File: src/rtl/display_arbiter.sv
// Round-robin scheduler for two binary requesters sharing one 4-digit BCD display.
// Each grant converts the value with a 14-step double-dabble engine, then holds it for HOLD_CYCLES.
module display_arbiter #(
    parameter int HOLD_CYCLES = 50_000_000
) (
    input  logic        clk,
    input  logic        rst,
    input  logic        req0_valid,
    input  logic [13:0] req0_data,
    output logic        req0_ready,
    input  logic        req1_valid,
    input  logic [13:0] req1_data,
    output logic        req1_ready,
    output logic [15:0] bcd_out,
    output logic        owner,
    output logic        busy,
    output logic        sat,
    output logic [1:0]  dbg_state
);

    // Handshake: a value is accepted on a rising edge where reqN_valid && reqN_ready.
    // ready is only ever high in IDLE, for at most one requester, and never during rst.

    typedef enum logic [1:0] {
        IDLE = 2'd0,
        CONV = 2'd1,
        HOLD = 2'd2
    } state_e;

    localparam int HW = (HOLD_CYCLES > 1) ? $clog2(HOLD_CYCLES) : 1;
    localparam logic [HW-1:0] HOLD_LOAD = HW'(HOLD_CYCLES - 1);
    localparam logic [13:0] BCD_MAX = 14'd9999;
    localparam logic [3:0] LAST_ITER = 4'd13;

    state_e        state_q, state_d;
    logic [29:0]   shift_q, shift_d;
    logic [3:0]    iter_q, iter_d;
    logic [HW-1:0] hold_q, hold_d;
    logic [15:0]   bcd_q, bcd_d;
    logic          owner_q, owner_d;
    logic          last_q, last_d;
    logic          sat_q, sat_d;

    logic          grant0, grant1;
    logic          is_idle;
    logic [13:0]   raw_data;
    logic [29:0]   shift_nx;

    function automatic logic [29:0] dd_step(input logic [29:0] x);
        logic [29:0] y;
        y = x;
        for (int i = 0; i < 4; i++) begin
            if (y[14+4*i +: 4] >= 4'd5) begin
                y[14+4*i +: 4] = y[14+4*i +: 4] + 4'd3;
            end
        end
        return {y[28:0], 1'b0};
    endfunction

    // On a tie the requester that did not show last wins.
    assign grant0     = req0_valid && (!req1_valid || last_q);
    assign grant1     = req1_valid && (!req0_valid || !last_q);
    assign is_idle    = (state_q == IDLE);
    assign req0_ready = is_idle && !rst && grant0;
    assign req1_ready = is_idle && !rst && grant1;

    always_comb begin
        state_d  = state_q;
        shift_d  = shift_q;
        iter_d   = iter_q;
        hold_d   = hold_q;
        bcd_d    = bcd_q;
        owner_d  = owner_q;
        last_d   = last_q;
        sat_d    = sat_q;
        raw_data = req1_ready ? req1_data : req0_data;
        shift_nx = dd_step(shift_q);

        case (state_q)
            IDLE: begin
                if (req0_ready || req1_ready) begin
                    sat_d   = (raw_data > BCD_MAX);
                    shift_d = {16'h0000, (raw_data > BCD_MAX) ? BCD_MAX : raw_data};
                    last_d  = req1_ready;
                    iter_d  = 4'd0;
                    state_d = CONV;
                end
            end
            CONV: begin
                shift_d = shift_nx;
                iter_d  = iter_q + 4'd1;
                // Only the finished conversion reaches the display register.
                if (iter_q == LAST_ITER) begin
                    bcd_d   = shift_nx[29:14];
                    owner_d = last_q;
                    hold_d  = HOLD_LOAD;
                    state_d = HOLD;
                end
            end
            HOLD: begin
                if (hold_q == '0) begin
                    state_d = IDLE;
                end else begin
                    hold_d = hold_q - 1'b1;
                end
            end
            default: state_d = IDLE;
        endcase
    end

    always_ff @(posedge clk) begin
        if (rst) begin
            state_q <= IDLE;
            shift_q <= '0;
            iter_q  <= '0;
            hold_q  <= '0;
            bcd_q   <= 16'h0000;
            owner_q <= 1'b0;
            last_q  <= 1'b1;
            sat_q   <= 1'b0;
        end else begin
            state_q <= state_d;
            shift_q <= shift_d;
            iter_q  <= iter_d;
            hold_q  <= hold_d;
            bcd_q   <= bcd_d;
            owner_q <= owner_d;
            last_q  <= last_d;
            sat_q   <= sat_d;
        end
    end

    assign bcd_out   = bcd_q;
    assign owner     = owner_q;
    assign sat       = sat_q;
    assign busy      = !is_idle;
    assign dbg_state = state_q;

endmodule
File: config.mk
export PLATFORM = sky130hd
export DESIGN_NAME = display_arbiter
export DESIGN_NICKNAME = d
export VERILOG_FILES = /design/src/rtl/display_arbiter.sv
export SDC_FILE = /design/constraint.sdc
export NUM_CORES = 1
export LEC_CHECK = 0
export ABC_AREA = 1
export BUFFER_PORTS_ARGS = -buffer_cell sky130_fd_sc_hd__buf_4
export CAP_MARGIN = 20
export CORE_ASPECT_RATIO = 0.8
export CORE_MARGIN = 5
export CORE_UTILIZATION = 55
export DETAILED_ROUTE_END_ITERATION = 16
export PLACE_DENSITY = 0.76
export SLEW_MARGIN = 30
export SYNTH_ARGS = -nofsm -noshare
export SYNTH_HDL_FRONTEND = slang
export SYNTH_SLANG_ARGS = --single-unit
export TNS_END_PERCENT = 5
File: constraint.sdc
create_clock -name clk -period 4.3 [get_ports clk]
set_clock_uncertainty 0.15 [all_clocks]
set_input_delay 0.43 -clock clk [delete_from_list [all_inputs] [get_ports clk]]
set_output_delay 0.43 -clock clk [all_outputs]
set_load 0.01 [all_outputs]
### Word-level counts from Yosys, hierarchy flattened

Cells that the tools add are included.
Widths: inputs -> output; s select.

| cells by class | value |
|---|---|
| reductions and logical operators | 22 |
| add/sub/neg operators | 6 |
| multiplexer cells | 17 |
| eq/ne operators | 7 |
| magnitude comparators | 5 |

Operator list:

| cell | number |
|---|---|
| $pmux 30 s2 | 1 |
| $mux 26 | 2 |
| $pmux 26 s2 | 1 |
| $mux 30 | 1 |
| $mux 14 | 2 |
| $logic_not 26->1 | 1 |
| $sub 26x1->26 const B | 1 |
| $ge 4x3->1 const B | 4 |
| $mux 4 | 4 |
| $gt 14x14->1 const B | 1 |
| $add 4x2->4 const B | 3 |
| $pmux 4 s2 | 1 |
| $mux 2 | 3 |
| $ne 2x2->1 const B | 3 |
| $pmux 2 s3 | 1 |
| $reduce_and 2->1 | 3 |
| $reduce_and 3->1 | 2 |
| $logic_and 1x1->1 | 5 |
| $logic_not 1->1 | 5 |
| $add 4x1->4 const B | 1 |
| $eq 4x4->1 const B | 1 |
| $reduce_bool 2->1 | 2 |
| $add 3x2->3 const B | 1 |
| $logic_or 1x1->1 | 3 |
| other kinds (5) | 5 |

| word-level totals | value |
|---|---|
| register bits | 81 |
| output and inout bits | 23 |

### Longest topological paths before layout

Gate-level depths: netlist of run 1.

| depth | value |
|---|---|
| word-level depth | 9 |
| gate-level depth with buffers | 15 |

### Least setup slack after synthesis of run 1

OpenSTA, ideal clock, no wires.

| path | value |
|---|---|
| path kind | input port to flip-flop |
| start point | input port req0_valid |
| end point | register shift_q[10] |
| library setup time | 0.132 ns |
| path slack | 2.498 ns |
| buffers on the path | 2 |
| data arrival time | 1.520 ns |
| stages on the path | 14 |
| cell sequence | nand2_1 nand2_2 nor2_8 buf_6 nand2_1 o21ai_1 nor2_1 nand2_1 nand2_1 nand2_2 buf_6 nand2_1 nand2_1 a21oi_1 |

| on the way | value |
|---|---|
| word-level cells in the longest chain between the ends | 9 |
| elaborated cells on any way between the ends | 14 |

RTL lines:

| what | line | source |
|---|---|---|
| from (decl) | 8 | `input logic req0_valid,` |
| $logic_not 1->1 (*) | 62 | `assign grant1 = req1_valid && (!req0_valid \|\| !last_q);` |
| $logic_or 1x1->1 (*) | 62 |  |
| $logic_and 1x1->1 (*) | 62 |  |
| $logic_and 1x1->1 (*) | 65 | `assign req1_ready = is_idle && !rst && grant1;` |
| named net req1_ready | 13 | `output logic req1_ready,` |
| $mux 14 | 76 | `raw_data = req1_ready ? req1_data : req0_data;` |
| $gt 14x14->1 | 83 | `shift_d = {16'h0000, (raw_data > BCD_MAX) ? BCD_MAX : raw_data};` |
| $mux 14 | 83 |  |
| $mux 30 | 81 | `if (req0_ready \|\| req1_ready) begin` |
| $pmux 30 s2 | 79 | `case (state_q)` |
| to (signal assigned) | 123 | `shift_q <= shift_d;` |
| to (decl) | 36 | `logic [29:0] shift_q, shift_d;` |

The timed path passes the listed nets; every way through them passes the cells marked *. The select of a mux whose other input is x is not followed.
A chain may end at the register's enable or synchronous reset.

### Final worst setup path of run 1

| path | value |
|---|---|
| start point | register state_q[1], in the netlist dbg_state[1] |
| end point | register hold_q[9] |

| on the way | value |
|---|---|
| word-level cells in the longest chain between the ends | 3 |
| elaborated cells on any way between the ends | 7 |

RTL lines:

| what | line | source |
|---|---|---|
| from (decl) | 35 | `state_e state_q, state_d;` |
| from (signal assigned) | 122 | `state_q <= state_d;` |
| $eq 2x2->1 / $eq 2x1->1 (equally long branches) | 79 |  |
| $ne 2x2->1 (no source line) / $reduce_bool 2->1 (equally long branches) | -- |  |
| $reduce_and 3->1 (no source line) | -- |  |
| to (signal assigned) | 125 | `hold_q <= hold_d;` |
| to (decl) | 38 | `logic [HW-1:0] hold_q, hold_d;` |

Several ways; a longest one is shown, not always the timed one.

==> results.cfg, run 1 <==
[clock_network]
post_cts_buffers = 0
clk_pin_slew_ns = 0.09
clock_latency_ns = 0.35
ctsRootBufferMaster = clkbuf_8
hold_buffers = 0
clock-sinks = 81
post_cts_resized = 0
cts_buffers = 9
clockBufferDepth = 2
cts_tree = done
h-tree-depth = 3

[critical_path]
rr_endpoint = hold_q[9]$_SDFFE_PP0P_
end_kind = flop
cp_max_fo = 30
path_class = flop to flop
cp_data_required_time_ns = 4.42
timing.rr.start = dbg_state[1]$_SDFFE_PP0P_
start_kind = flop
regToRegSetupSlack_ns = 1.67
reg2regPathDepth = 10
worstPathArrival_ns = 2.75

[global_routing]
grt_pass1_wl_um = 17400
gr-total-overflow = 0
grt_pass1_vias = 3702
grt_usage_pct = 22.2
antenna_found_initial = 0
grt_max_degree = 59

[timing]
fmax_ghz = 0.380
finalHoldViolations = 0
min_period_ns = 2.63
fin_crit_sh_pct = 61.2
slew_violations = 0
slew_headroom_pct = 52.2
setup_viol = 0
rsz0062_at_grt = false
worst_pin_slew_ns = 0.715
setup_tns_ns = 0

[synth]
synth-seq-cells = 81
syn_area_per_cell_sq_um = 6.86
yosys_warnings = 0
synth_flop_cell = dfxtp_1
synth_cell_types = 36
async_reset_ff_share_pct = 0
syn_nets = 664
synth_edf_count = 0
synthCells = 621
yosysSeqAreaShare_pct = 38.1
synth.cell_area_sq_mm = 0.00426

[min_path]
min_to = shift_q[1]$_SDFFE_PP0P_
worstHoldStart = req0_data[1]
hold_depth = 5
hold_class = input port to flop

[power]
comb_power_share_pct = 9.7
irDropWorstVdd_uv = 185
netSwitchingPower_uw = 382
p_int_uw = 1110
switching_share_pct = 25.6
leakage_uw = 0.00218
powerDensity_mw_per_mm2 = 303
p_seq_share_pct = 52.0
power_frac_clock_pct = 38.3

[drt]
drt_iter0_drc = 305
via_count = 4131
drcViolationCount = 0
first_pass_iters = 5
wl_um = 10200
antenna_left = 0
wl_per_cell_um = 13.1
viasPerCell = 5.32

[die]
ioPinCount = 55
coreArea_sq_mm = 0.00746
row_count = 28
fp.dieArea_sq_mm = 0.00961
fp.dieH_um = 88.7
die_w_um = 108
start_util_pct = 57.1

[placed_design]
place_area_sq_mm = 0.00471
hpwl_um = 7070
gp_congestion = 0.909
port_buffers = 54

[final_layout]
drive_above_1_share_pct = 14.1
area_growth_pct = 15.4
final_cell_area_sq_mm = 0.00491
diodes = 0
fill_cells = 656
final_nets = 710

[job]
maxCapViolCount = 0

[outcome]
status = finished clean
==> placed cells by master (no fill, tap or decap) <==
| master | instances |
|---|---|
| bufinv_16 | 1 |
| or2_1 | 1 |
| ha_1 | 11 |
| a211oi_1 | 1 |
| nand2_1 | 168 |
| o221ai_1 | 2 |
| nand2_4 | 2 |
| nor2_1 | 68 |
| a22oi_1 | 4 |
| nor2_8 | 1 |
| o21ai_1 | 2 |
| nor3_1 | 4 |
| dfxtp_1 | 81 |
| o221a_1 | 1 |
| inv_1 | 45 |
| a31oi_1 | 4 |
| clkinvlp_4 | 2 |
| nor2_2 | 3 |
| mux2i_1 | 4 |
| clkbuf_1 | 1 |
| a21oi_1 | 66 |
| nor3_2 | 1 |
| clkbuf_8 | 10 |
| o21a_1 | 4 |
| o21ai_0 | 45 |
| nand3b_1 | 2 |
| inv_2 | 7 |
| or2_2 | 4 |
| nand2_2 | 4 |
| nand4_1 | 6 |
| inv_6 | 2 |
| buf_4 | 58 |
| xnor2_1 | 9 |
| o211ai_1 | 1 |
| o21bai_1 | 1 |
| nand3_1 | 32 |
| xor2_1 | 14 |
==> per-stage QoR <==
step                std cells  total power (uW)  utilization, %  setup WS [ns]  hold WS (ns)
floorplan                 621               884               -           2.50         0.294
global placement          761               934            63.1           1.58         0.304
detailed placement        761               936            63.1           1.48         0.305
CTS                       777              1500            65.9           1.68         0.237
global route              777              1560            65.9           1.40         0.272
finish                    777              1490            65.9           1.67         0.251
==> area by class of cell <==
type                    count  area, sq um  share of cell area, %
inverters                  52          195                   3.97
flip-flops and latches     81         1620                   33.0
repair buffers             58          435                   8.86
well taps                 105          131                   2.67
clock buffers              11          141                   2.88
multi-input cells         465         2330                   47.4
clock inverters             5         62.6                   1.27
==> power by group through the flow <==
| stage | combinational (uW) | sequential, uW | clock (uW) |
|---|---|---|---|
| 5_1_grt | 161 | 777 | 622 |
| 2_1_floorplan | 93.5 | 790 | 0 |
| 4_1_cts | 145 | 774 | 584 |
| 6_report | 145 | 774 | 570 |
| 3_5_place_dp | 145 | 791 | 0 |
| 3_3_place_gp | 143 | 791 | 0 |
==> synth_stat cells (3+ instances only) <==
cell        n  area share (%)
nor2_2      3            0.44
o21a_1      4            0.71
nor2_1     68             6.0
mux2i_1     4            0.94
a31oi_1     4            0.59
inv_2       7            0.62
o21ai_0    45             5.3
a21oi_1    66             7.8
nor3_1      4            0.47
ha_1       11             3.2
nand2_1   168              15
xor2_1     14             2.9
nand2_2     4            0.59
or2_2       4            0.59
nand4_1     6            0.88
dfxtp_1    81              38
xnor2_1     9             1.9
nand3_1    32             3.8
clkbuf_1   14             1.2
a22oi_1     4            0.71
buf_2       4            0.47
inv_1      45             4.0
==> state kept, by name (all words and copies together) (netlist names) <==
register	flops
hold_q	26
sat	1
dbg_state	2
last_q	1
shift_q	30
owner	1
bcd_out	16
iter_q	4
==> how the worst max path moves through the flow <==
stage	start	to	slack, ns
floorplan	req0_valid	shift_q[10]$_SDFFE_PP0P_	2.50
global placement	rst	shift_q[0]$_SDFFE_PP0P_	1.58
detailed placement	rst	shift_q[10]$_SDFFE_PP0P_	1.48
CTS	dbg_state[1]$_SDFFE_PP0P_	hold_q[9]$_SDFFE_PP0P_	1.68
global route	dbg_state[0]$_SDFFE_PP0P_	hold_q[14]$_SDFFE_PP0P_	1.40
finish	dbg_state[1]$_SDFFE_PP0P_	hold_q[9]$_SDFFE_PP0P_	1.67
==> routing by layer <==
layer | routed length (um) | track usage, % | part of all wire, % | vias to the layer above
li1 | - | - | - | 2113
met1 | 4970 | 30.9 | 49 | 1873
met5 | 0 | 0 | 0 | -
met3 | 829 | 5.91 | 8.2 | 4
met4 | 45 | 3.56 | 0.44 | 0
met2 | 4320 | 35.7 | 43 | 141
==> worst max-delay path, stage by stage (launching register included) <==
cell	delay [ns]
dfxtp_1	0.42
nor2_2	0.06
buf_4	0.23
inv_2	0.22
nor2_1	0.06
buf_4	0.19
inv_2	0.30
nand2_4	0.25
inv_2	0.36
nand2_1	0.10
a21oi_1	0.16
==> cell families (layout without fill, tap and decap cells) <==
logic type      count (synthesis)  after routing  share of synthesized area (%)
compound gates                131            131                           16.5
xor+xnor                       23             23                           4.73
fa+ha+maj                      11             11                           3.23
buf+inv                        75            126                           7.26
flops                          81             81                           38.1
mux                             4              4                          0.940
simple gates                  296            296                           29.3
Note: power is estimated with default switching activity, not from simulation.
==> run 2, diff against run 1 <==
==> constraint.sdc (replaced) <==
create_clock -name clk -period 2.5 [get_ports clk]
set_clock_uncertainty 0.15 [all_clocks]
set_input_delay 0.25 -clock clk [delete_from_list [all_inputs] [get_ports clk]]
set_output_delay 0.25 -clock clk [all_outputs]
set_load 0.01 [all_outputs]
==> results.cfg, run 2 (same netlist as run 1, synthesis figures left out) <==
[critical_path]
regToRegSetupSlack_ns = 0.24
path_class = flop to flop
crit_top_cell = inv_2
end_kind = flop
crit_path_max_incr_delay_ns = 0.41
timing.rr.start = dbg_state[0]$_SDFFE_PP0P_
critPathBufInv = 4
critPathSlowestCell = dfxtp_1
cp_max_fo = 28
critical_path.cell_chain = inv_2 > nor2_2 > inv_2 > nor2_1 > inv_2 > nand2_4 > clkinv_2 > nand2_1 > a21oi_1
start_kind = flop
cp_data_required_time_ns = 2.57
rr_endpoint = hold_q[21]$_SDFFE_PP0P_
crit_family = simple AND/OR/NAND/NOR gates
reg2regPathDepth = 9
worstPathArrival_ns = 2.33

[global_routing]
grt_pass1_wl_um = 17700
grt_pass1_vias = 3903
grt_usage_pct = 22.8
grt_max_degree = 57
gr-total-overflow = 0
antenna_found_initial = 0

[timing]
slew_violations = 0
fmax_ghz = 0.443
rsz0062_at_grt = false
fin_ws_ns = 0.240
slew_headroom_pct = 59.7
finalHoldViolations = 0
setup_viol = 0
min_period_ns = 2.26
setup_tns_ns = 0
worst_pin_slew_ns = 0.604
fin_crit_sh_pct = 90.4

[outcome]
status = finished clean

[drt]
wl_per_cell_um = 13.3
via_count = 4147
first_pass_iters = 5
antenna_left = 0
drcViolationCount = 0
drt_iter0_drc = 283
wl_um = 10400
viasPerCell = 5.32

[min_path]
hold_class = input port to flop
hold_depth = 5
worstHoldStart = req0_data[1]
min_to = shift_q[1]$_SDFFE_PP0P_

[final_layout]
top_register = shift_q
area_growth_pct = 15.8
layout_commonest_cell = nand2_1
drive_above_1_share_pct = 14.5
largest_register_ffs = 30
final_nets = 713
instances_no_fill = 780
diodes = 0
layout_common_cells = 168 x nand2_1, 81 x dfxtp_1, 68 x nor2_1

[clock_network]
clockBufferDepth = 2
cts_buffers = 9
h-tree-depth = 3
clock_latency_ns = 0.35
clock-sinks = 81
clk_pin_slew_ns = 0.08
ctsRootBufferMaster = clkbuf_8
hold_buffers = 0
post_cts_buffers = 0
post_cts_resized = 0
cts_tree = done

[power]
comb_power_share_pct = 9.9
switching_share_pct = 25.4
powerDensity_mw_per_mm2 = 516
netSwitchingPower_uw = 647
p_int_uw = 1900
irDropWorstVdd_uv = 304
finalPower_uw = 2540
leakage_uw = 0.00220
power_frac_clock_pct = 37.7
p_seq_share_pct = 52.3

[placed_design]
dp.cells = 764
port_buffers = 54
hpwl_um = 7290
pre_cts_ws_ns = 0.260
gp_congestion = 0.936

[die]
row_count = 28
coreArea_sq_mm = 0.00746
fp.dieArea_sq_mm = 0.00961
ioPinCount = 55
start_util_pct = 57.1
die_w_um = 108
fp.dieH_um = 88.7

[job]
maxCapViolCount = 0
run 2: cell count changes in the layout (fill, tap and decap cells not counted):
| cell | change |
|---|---|
| buf_4 | +3 |
| inv_2 | -1 |
| clkinv_2 | +3 |
| inv_6 | -2 |
run 2: cell type report:
| class | instances | area [sq um] |
|---|---|---|
| Fill cell | 663 | 2530 |
| Multi-Input combinational cell | 465 | 2330 |
| Sequential cell | 81 | 1620 |
| Timing Repair Buffer | 61 | 458 |
| Inverter | 52 | 196 |
| Clock buffer | 11 | 141 |
| Tap cell | 105 | 131 |
| Clock inverter | 5 | 55.1 |
run 2: power by group through the flow:
stage	sequential [uW]	clock [uW]	combinational, uW
detailed placement	1360	0	252
finish	1330	960	253
global placement	1360	0	247
global route	1330	1040	281
CTS	1330	983	253
floorplan	1360	0	161
run 2: worst min-delay path: stages:
cell     delay [ns]
buf_4          0.08
mux2i_1        0.06
nand3_1        0.08
nand2_1        0.05
inv_1          0.04
run 2: through the flow:
| step | utilization, % | hold WS, ns | instance area, sq um |
|---|---|---|---|
| 2_1_floorplan | - | 0.294 | 4260 |
| 3_3_place_gp | 63.4 | 0.301 | 4730 |
| 3_5_place_dp | 63.4 | 0.306 | 4730 |
| 4_1_cts | 66.1 | 0.0674 | 4930 |
| 5_1_grt | 66.1 | 0.107 | 4930 |
| 6_report | 66.1 | 0.0808 | 4930 |
run 2: layer usage:
layer | global-route usage (%) | vias to the layer above | share of wire (%)
met5 | 0 | - | 0
met4 | 5.73 | 0 | 0.84
met3 | 5.32 | 7 | 7.9
met2 | 38.1 | 133 | 44
met1 | 29.9 | 1901 | 47
li1 | - | 2106 | -
run 2: how the worst max path moves through the flow:
stage                                    from                        to  cells past startpoint
global route        dbg_state[0]$_SDFFE_PP0P_    hold_q[9]$_SDFFE_PP0P_                      9
global placement       hold_q[0]$_SDFFE_PP0P_   hold_q[19]$_SDFFE_PP0P_                     10
detailed placement     hold_q[0]$_SDFFE_PP0P_   hold_q[21]$_SDFFE_PP0P_                     10
finish              dbg_state[0]$_SDFFE_PP0P_   hold_q[21]$_SDFFE_PP0P_                      9
CTS                    hold_q[0]$_SDFFE_PP0P_   hold_q[21]$_SDFFE_PP0P_                     10
floorplan           dbg_state[1]$_SDFFE_PP0P_  shift_q[10]$_SDFFE_PP0P_                     14
==> run 3, diff against run 2 <==
==> constraint.sdc (replaced) <==
create_clock -name clk -period 2.32 [get_ports clk]
set_clock_uncertainty 0.15 [all_clocks]
set_input_delay 0.232 -clock clk [delete_from_list [all_inputs] [get_ports clk]]
set_output_delay 0.232 -clock clk [all_outputs]
set_load 0.01 [all_outputs]
==> results.cfg, run 3 (same netlist as run 1, synthesis figures left out) <==
[outcome]
status = finished clean

[final_layout]
register_area_sq_mm = 0.00162
fin_util_pct = 65.9
area_growth_pct = 15.5
final_nets = 715
largest_register_ffs = 30
multi_input_area_sq_mm = 0.00233
layout_commonest_cell = nand2_1
diodes = 0
top_register = shift_q
layout_common_cells = 168 x nand2_1, 81 x dfxtp_1, 67 x nor2_1
drive_above_1_share_pct = 14.8
fill_cells = 695

[critical_path]
end_kind = flop
cp_max_fo = 5
path_class = flop to flop
reg2regPathDepth = 12
timing.rr.start = hold_q[3]$_SDFFE_PP0P_
start_kind = flop
regToRegSetupSlack_ns = 0.26
crit_start = hold_q[3]$_SDFFE_PP0P_
cp_data_required_time_ns = 2.39
worstPathArrival_ns = 2.13

[power]
powerDensity_mw_per_mm2 = 528
netSwitchingPower_uw = 689
finalPower_uw = 2600
power_frac_clock_pct = 34.4
comb_power_share_pct = 10.4
leakage_uw = 0.00219
p_int_uw = 1910
irDropWorstVdd_uv = 393
p_seq_share_pct = 55.3
switching_share_pct = 26.6

[die]
fp.dieArea_sq_mm = 0.00961
die_w_um = 108
coreArea_sq_mm = 0.00746
fp.dieH_um = 88.7
ioPinCount = 55
row_count = 28
start_util_pct = 57.1

[timing]
setup_viol = 0
slew_violations = 0
fin_crit_sh_pct = 88.7
finalHoldViolations = 0
min_period_ns = 2.06
fin_ws_ns = 0.262
setup_tns_ns = 0
rsz0062_at_grt = false
fmax_ghz = 0.486
slew_headroom_pct = 60.5
worst_pin_slew_ns = 0.593

[global_routing]
grt_pass1_vias = 3848
grt_usage_pct = 22.6
antenna_found_initial = 0
grt_max_degree = 57
gr-total-overflow = 0
grt_pass1_wl_um = 17700

[drt]
first_pass_iters = 7
drt_iter0_drc = 359
antenna_left = 0
wl_per_cell_um = 13.2
wl_um = 10300
viasPerCell = 5.23
drcViolationCount = 0
via_count = 4090

[clock_network]
clockBufferDepth = 2
post_cts_resized = 0
cts_buffers = 9
clock-sinks = 81
h-tree-depth = 3
clk_pin_slew_ns = 0.09
ctsRootBufferMaster = clkbuf_8
hold_buffers = 0
cts_tree = done
post_cts_buffers = 0
clock_latency_ns = 0.35

[placed_design]
hpwl_um = 7380
pre_cts_ws_ns = 0.139
gp_congestion = 0.899
port_buffers = 54

[min_path]
worstHoldStart = req0_data[1]
hold_depth = 5
hold_class = input port to flop

[job]
maxCapViolCount = 0
[run 3: changes by cell type in the layout (fill, tap and decap cells not counted), sizes merged]
cell      delta
buf          +2
clkinvlp     +1
bufinv       -1
[run 3: worst paths after layout]
kind	endpoint
min	shift_q[1]$_SDFFE_PP0P_
max reg2reg	hold_q[23]$_SDFFE_PP0P_
max	hold_q[23]$_SDFFE_PP0P_
min reg2reg	bcd_out[15]$_SDFFE_PP0P_
[run 3: layout make-up]
type                    count  area share [%]
clock inverters             5           0.662
flip-flops and latches     81            33.0
inverters                  52            4.00
repair buffers             63            9.62
clock buffers              11            2.67
well taps                 105            2.67
multi-input cells         465            47.4
[run 3: power by group through the flow]
| stage | combinational (uW) | sequential [uW] | clock (uW) |
|---|---|---|---|
| 2_1_floorplan | 173 | 1460 | 0 |
| 3_3_place_gp | 264 | 1470 | 0 |
| 3_5_place_dp | 268 | 1470 | 0 |
| 4_1_cts | 270 | 1430 | 913 |
| 5_1_grt | 302 | 1440 | 971 |
| 6_report | 269 | 1430 | 892 |
[run 3: per-layer routing]
| layer | global-route usage [%] | vias to the layer above | part of all wire, % |
|---|---|---|---|
| met5 | 0 | - | 0 |
| met4 | 5.62 | 0 | 0.85 |
| met3 | 5.84 | 11 | 8.3 |
| met2 | 35.6 | 132 | 41 |
| met1 | 31.2 | 1829 | 50 |
| li1 | - | 2118 | - |
[run 3: metrics by stage]
stage	hold slack (ns)	cells	instance area [sq um]
after global routing	0.0859	782	4920
after global placement	0.302	766	4750
after detailed placement	0.307	766	4750
after floorplan	0.293	621	4260
after CTS	0.0489	782	4910
final	0.0554	782	4920
[run 3: worst max-delay path, cell delays in order, from the launching register on]
cell,delay [ns]
dfxtp_1,0.35
nor2_1,0.15
nand3_1,0.18
inv_1,0.11
nand2_1,0.11
nor2_1,0.23
nand2_1,0.14
nor2_1,0.19
nand2_1,0.07
nand2_1,0.06
nand3_1,0.06
nand2_1,0.07
a21oi_1,0.06
